## src/rtl/dds_sweep_ctrl.sv

```systemverilog
// Linear frequency-sweep controller driving the DDS phase increment.
// Optional up-and-back sweeping is compiled in with `define SWEEP_BIDIR_EN.
module dds_sweep_ctrl #(
  parameter int DWELL_W = 24
) (
  input  logic               clk,
  input  logic               rst_n,
  input  logic               start,
  input  logic               abort,
  input  logic               continuous,
  input  logic               bidir,
  input  logic [31:0]        f_start,
  input  logic [31:0]        f_stop,
  input  logic [31:0]        f_step,
  input  logic [DWELL_W-1:0] dwell,
  input  logic [31:0]        manual_inc,
  output logic [31:0]        dac_freq_poff,
  output logic               sweep_busy,
  output logic               step_strobe,
  output logic               sweep_done
);

  typedef enum logic [1:0] {
    IDLE    = 2'd0,
    RUN_FWD = 2'd1
`ifdef SWEEP_BIDIR_EN
    , RUN_REV = 2'd2
`endif
  } state_t;

  state_t             state_r, state_s;
  logic [31:0]        f_start_r, f_stop_r, f_step_r;
  logic [DWELL_W-1:0] dwell_r, dwell_cnt_r, dwell_cnt_s;
  logic               cont_r;
  logic [31:0]        dac_s;
  logic               busy_s, strobe_s, done_s;
  logic               load_s, pass_end_s, go_idle_s;
  logic               up_s, dwell_done_s, at_stop_s;

`ifdef SWEEP_BIDIR_EN
  logic               bidir_r;
  logic               at_start_s;
`else
  logic               bidir_unused_s;
  assign bidir_unused_s = bidir;
`endif

  // Step one increment toward target in 33 bits; any overshoot or wrap clamps to target.
  function automatic logic [31:0] step_toward(input logic [31:0] cur, input logic [31:0] step,
                                              input logic [31:0] target, input logic up);
    logic [32:0] sum;
    logic [31:0] res;
    if (up) begin
      sum = {1'b0, cur} + {1'b0, step};
      if (sum[32] || (sum[31:0] > target)) res = target;
      else                                 res = sum[31:0];
    end else begin
      sum = {1'b0, cur} - {1'b0, step};
      if (sum[32] || (sum[31:0] < target)) res = target;
      else                                 res = sum[31:0];
    end
    return res;
  endfunction

  assign up_s         = (f_stop_r >= f_start_r);
  assign dwell_done_s = (dwell_cnt_r == dwell_r);
  // A zero step degenerates to a single-point pass at f_start.
  assign at_stop_s    = (dac_freq_poff == f_stop_r) || (f_step_r == 32'd0);
`ifdef SWEEP_BIDIR_EN
  assign at_start_s   = (dac_freq_poff == f_start_r);
`endif

  // Next-state and next-output logic.
  always_comb begin
    state_s     = state_r;
    dac_s       = dac_freq_poff;
    busy_s      = sweep_busy;
    strobe_s    = 1'b0;
    done_s      = 1'b0;
    dwell_cnt_s = dwell_cnt_r;
    load_s      = 1'b0;
    pass_end_s  = 1'b0;
    go_idle_s   = 1'b0;

    case (state_r)
      IDLE: begin
        dac_s  = manual_inc;
        busy_s = 1'b0;
        if (start && !abort) begin
          load_s      = 1'b1;
          state_s     = RUN_FWD;
          dac_s       = f_start;
          busy_s      = 1'b1;
          strobe_s    = 1'b1;
          dwell_cnt_s = {DWELL_W{1'b0}};
        end else begin
          state_s = IDLE;
        end
      end
      RUN_FWD: begin
        if (abort) begin
          go_idle_s = 1'b1;
        end else if (!dwell_done_s) begin
          dwell_cnt_s = dwell_cnt_r + DWELL_W'(1);
        end else if (at_stop_s) begin
`ifdef SWEEP_BIDIR_EN
          if (bidir_r && (f_step_r != 32'd0) && (f_start_r != f_stop_r)) begin
            state_s     = RUN_REV;
            dac_s       = step_toward(dac_freq_poff, f_step_r, f_start_r, !up_s);
            strobe_s    = 1'b1;
            dwell_cnt_s = {DWELL_W{1'b0}};
          end else begin
            pass_end_s = 1'b1;
          end
`else
          pass_end_s = 1'b1;
`endif
        end else begin
          dac_s       = step_toward(dac_freq_poff, f_step_r, f_stop_r, up_s);
          strobe_s    = 1'b1;
          dwell_cnt_s = {DWELL_W{1'b0}};
        end
      end
`ifdef SWEEP_BIDIR_EN
      RUN_REV: begin
        if (abort) begin
          go_idle_s = 1'b1;
        end else if (!dwell_done_s) begin
          dwell_cnt_s = dwell_cnt_r + DWELL_W'(1);
        end else if (at_start_s) begin
          pass_end_s = 1'b1;
        end else begin
          dac_s       = step_toward(dac_freq_poff, f_step_r, f_start_r, !up_s);
          strobe_s    = 1'b1;
          dwell_cnt_s = {DWELL_W{1'b0}};
        end
      end
`endif
      default: begin
        go_idle_s = 1'b1;
      end
    endcase

    if (go_idle_s) begin
      state_s     = IDLE;
      dac_s       = manual_inc;
      busy_s      = 1'b0;
      dwell_cnt_s = {DWELL_W{1'b0}};
    end else if (pass_end_s) begin
      done_s      = 1'b1;
      dwell_cnt_s = {DWELL_W{1'b0}};
      if (cont_r) begin
        state_s  = RUN_FWD;
        dac_s    = f_start_r;
        strobe_s = 1'b1;
      end else begin
        state_s = IDLE;
        dac_s   = manual_inc;
        busy_s  = 1'b0;
      end
    end else begin
      done_s = 1'b0;
    end
  end

  // State, outputs, dwell counter and sweep parameters latched at start.
  always_ff @(posedge clk) begin
    if (!rst_n) begin
      state_r       <= IDLE;
      dac_freq_poff <= 32'd0;
      sweep_busy    <= 1'b0;
      step_strobe   <= 1'b0;
      sweep_done    <= 1'b0;
      dwell_cnt_r   <= {DWELL_W{1'b0}};
      f_start_r     <= 32'd0;
      f_stop_r      <= 32'd0;
      f_step_r      <= 32'd0;
      dwell_r       <= {DWELL_W{1'b0}};
      cont_r        <= 1'b0;
`ifdef SWEEP_BIDIR_EN
      bidir_r       <= 1'b0;
`endif
    end else begin
      state_r       <= state_s;
      dac_freq_poff <= dac_s;
      sweep_busy    <= busy_s;
      step_strobe   <= strobe_s;
      sweep_done    <= done_s;
      dwell_cnt_r   <= dwell_cnt_s;
      if (load_s) begin
        f_start_r <= f_start;
        f_stop_r  <= f_stop;
        f_step_r  <= f_step;
        dwell_r   <= dwell;
        cont_r    <= continuous;
`ifdef SWEEP_BIDIR_EN
        bidir_r   <= bidir;
`endif
      end
    end
  end

endmodule

```

## config.mk

```make
export PLATFORM = sky130hd
export DESIGN_NAME = dds_sweep_ctrl
export DESIGN_NICKNAME = d
export VERILOG_FILES = /design/src/rtl/dds_sweep_ctrl.sv
export SDC_FILE = /design/constraint.sdc
export NUM_CORES = 1
export LEC_CHECK = 0
export CAP_MARGIN = 10
export CORE_MARGIN = 5
export CORE_UTILIZATION = 60
export DETAILED_ROUTE_END_ITERATION = 10
export PLACE_DENSITY = 0.89
export SYNTH_ARGS = -nofsm -noshare
export SYNTH_HDL_FRONTEND = slang
export SYNTH_SLANG_ARGS = --single-unit
```

## constraint.sdc

```tcl
create_clock -name clk -period 12.7 [get_ports clk]
set_clock_uncertainty 0.15 [all_clocks]
set_input_delay 3.81 -clock clk [delete_from_list [all_inputs] [get_ports clk]]
set_output_delay 3.81 -clock clk [all_outputs]
set_load 0.005 [all_outputs]
```

==> metrics <==
cell area after layout=approximately 0.017 mm2; Hold EP=dwell_r[23]; row count=57; critical path endpoint category=flip-flop; Power Dens Cells=between 100 and 150 mW/mm2; area leader, netlist=dfxtp_1; RSZ-0062 raised after global routing=false; Num CTS Buffers=17; GRT Overall Usage=about 36%; warnings from Yosys=0; switching share of total power=42.8%; first-pass GRT wire length=between 80,000 and 90,000 um; Synth Area in Compound Gates=between 20 and 25%; Post-synth ARST share=0%; Final GP Congestion=between 0.9 and 1; clock share of power=roughly a quarter; worst reg2reg startpoint=dac_freq_poff[0]; Routed Antenna Nets=0; Comb pwr share=a little under half; Fillers=about 2,000; min-delay worst type=flip-flop to flip-flop; CP Launch Type=flip-flop; final-report max-slew violation count=0; initial antenna violation count=2; Slew HR=about a fifth; Pre-Repair DR Iteration Count=7; library cells used by synthesis=between 80 and 90; cells taking the most area after synthesis=dfxtp_1, ha_1, nand2_1, a21oi_1, xnor2_1; Post-synth EDFFs=0; Worst-path clk slew=0.08 ns; final setup fails=0; VDD IR max=0.0907 mV; sequential area share after synthesis=between 20% and 30%; mapped cell area=around 0.015 mm2; dominant synthesized flop cell=dfxtp_1; die width=between 150 and 200 um; Post-Route WL=approximately 53,000 um; layout cells sized above 1=3.88%; fraction of synthesized area in multiplexers=approximately 2.4%; Crit Path Class=flip-flop to flip-flop; count leader, synth=nand2_1; I/O Pins=193; synth cell count leaders=nand2_1, a21oi_1, dfxtp_1, ha_1, inv_1; Worst-Skew Late Latency=roughly 0.45 ns; Via-to-Cell Ratio=between 6 and 7; capturing point of the worst reg2reg path=dac_freq_poff[31]; CTS tree=done; post-CTS setup buffer count=0; internal reg-to-reg setup slack=5.17 ns; Vias=between 15,000 and 20,000; number of buffers on the longest clock path=2; register share of total power=between 20% and 30%; area delta synth->final=17.5%; Adder-Cell Fraction of Synth Area=roughly 14%; core box area=approximately 0.024 mm2; Max-Cap Viols=0; H-tree levels=4; Fin Setup TNS=0 ns; vias in the first global route=roughly 15,000; NumNets Final=around 2,400; Sw Pwr=approximately 980 uW; Initial Util=about 60%; Fin. Hold Viols=0; CP Data Required Time=12.91 ns; PortBufs=~190; Root Driver=clkbuf_16; reg2reg path depth=19; hpwl dp=around 40,000 um; largest family of logic cells by synthesized area=compound AO/OA/AOI/OAI gates; worst hold path startpoint=dwell_r[23]; DR iter-0 viols=roughly 1,800; Die ar.=around 0.028 mm2; worst-path fanout max=11; Post-Syn Nets=2,300; largest net degree at the start of global routing=between 90 and 100; Remaining Overflow, GRT=0; Resize count post-CTS=0; Synth Area in XOR/XNOR=between 7 and 8%; Worst Tran Pin Value=approximately 1.2 ns; status=finished clean; Fmax=between 0.1 and 0.15 GHz; CTS Sinks=181; Gate Count Post-Synth=around 2,000; Arr. time, crit path=7.73 ns; LEAKAGE=6.68 nW; number of synthesized register bits=about 180; P_int=between 1 and 1.5 mW; Placed Area=between 0.015 and 0.02 mm2; WL/cell=about 22 um; simple-gate portion of the synthesized area=21.0%; Die Ht=roughly 170 um; drt drc=0; Final min period=7.53 ns; share of the synthesized area in the top cell type=around a quarter; Avg Cell Area, Syn=7.45 um2; n_diodes=0; Cells on Worst Hold Path=2; Hold Buf Count CTS=0; fin crit share=between 50 and 60%
[state kept, by name, indices dropped and copies added (netlist names), 24 cells and up]
| register | count |
|---|---|
| f_stop_r | 32 |
| f_step_r | 32 |
| dwell_cnt_r | 24 |
| f_start_r | 32 |
| dac_freq_poff | 32 |
| dwell_r | 24 |
[per-stage QoR]
step	hold WS, ns	cells	utilization [%]	setup slack [ns]	total power [mW]
finish	0.322	2435	71.5	5.17	2.28
global route	0.339	2435	71.5	5.07	2.40
CTS	0.322	2435	71.5	5.41	2.25
detailed placement	0.312	2403	69.0	5.22	1.68
global placement	0.305	2403	69.0	5.32	1.67
floorplan	0.298	1980	-	6.72	1.36
[final cells by class]
| type | count | area (um2) | share of cell area, % |
|---|---|---|---|
| tap | 324 | 405 | 2.34 |
| multi-input combinational | 1562 | 10200 | 58.8 |
| clock buffer | 17 | 425 | 2.45 |
| inverter | 131 | 494 | 2.85 |
| sequential | 181 | 3620 | 20.9 |
| clock inverter | 15 | 185 | 1.07 |
| timing repair buffer | 205 | 2020 | 11.6 |
[routing by layer]
| metal | vias to the layer above | global-route usage [%] | part of all wire, % |
|---|---|---|---|
| li1 | 7246 | - | - |
| met1 | 7300 | 48.9 | 41 |
| met2 | 848 | 56.7 | 45 |
| met3 | 139 | 6.85 | 9.9 |
| met4 | 4 | 13.7 | 4.0 |
| met5 | - | 0 | 0.042 |
[critical path, cell delays in order (launching register included)]
cell and delay, ns:
dfxtp_1 0.39, ha_1 0.26, fa_1 0.41, nor2b_2 0.19, o211a_1 0.29, o311ai_1 0.47, o211ai_1 0.33, a221oi_1 0.52
o21ai_0 0.24, a21boi_0 0.33, xnor2_1 0.21, ha_1 0.34, nand4_1 0.15, nor4_1 0.70, nand3_1 0.29, o21a_1 0.29
a21oi_2 0.59, nand2b_1 0.56, a311o_1 0.46, o32ai_1 0.26
[cell usage in the layout, fill, tap and decap left out, drive strengths merged, types with 11 or more instances in the layout]
cell type | netlist | layout
a211oi | 21 | 21
a21o | 20 | 20
a21oi | 254 | 254
a221o | 15 | 15
a221oi | 17 | 17
a31oi | 18 | 18
and3 | 17 | 17
buf | 38 | 14
clkbuf | 68 | 17
clkdlybuf4s50 | 0 | 191
dfxtp | 181 | 181
ha | 160 | 160
inv | 129 | 137
mux2i | 26 | 26
nand2 | 353 | 353
nand2b | 21 | 21
nand3 | 31 | 31
nand4 | 32 | 32
nor2 | 111 | 111
nor2b | 14 | 14
nor3 | 33 | 33
nor4 | 24 | 24
o211ai | 13 | 13
o21a | 18 | 18
o21ai | 85 | 85
o21bai | 12 | 12
o221ai | 21 | 21
or3 | 11 | 11
xnor2 | 98 | 98
xor2 | 26 | 26
[worst max-delay path by stage]
stage	end	from	slack, ns	cells past startpoint
2_1_floorplan	dac_freq_poff[0]	abort	6.72	9
3_3_place_gp	dac_freq_poff[10]	abort	5.32	10
3_5_place_dp	dac_freq_poff[10]	abort	5.22	10
4_1_cts	dac_freq_poff[31]	dac_freq_poff[0]	5.41	19
5_1_grt	dac_freq_poff[31]	dac_freq_poff[0]	5.07	19
6_report	dac_freq_poff[31]	dac_freq_poff[0]	5.17	19
[cell families after synthesis]
group,after synthesis
muxes,33
buffers and inverters,237
xor gates and xnor gates,124
DFF,181
adders and majority gates,162
and+or+nand+nor,678
AOI/OAI and AO/OA,565
[power by group through the flow]
| stage | clock, mW | sequential (mW) | combinational (mW) |
|---|---|---|---|
| final | 0.574 | 0.662 | 1.05 |
| after global routing | 0.599 | 0.664 | 1.13 |
| after CTS | 0.571 | 0.658 | 1.02 |
| after detailed placement | 0 | 0.671 | 1.01 |
| after global placement | 0 | 0.669 | 0.999 |
| after floorplan | 0 | 0.648 | 0.709 |
Power figures use the tool's default switching activity.
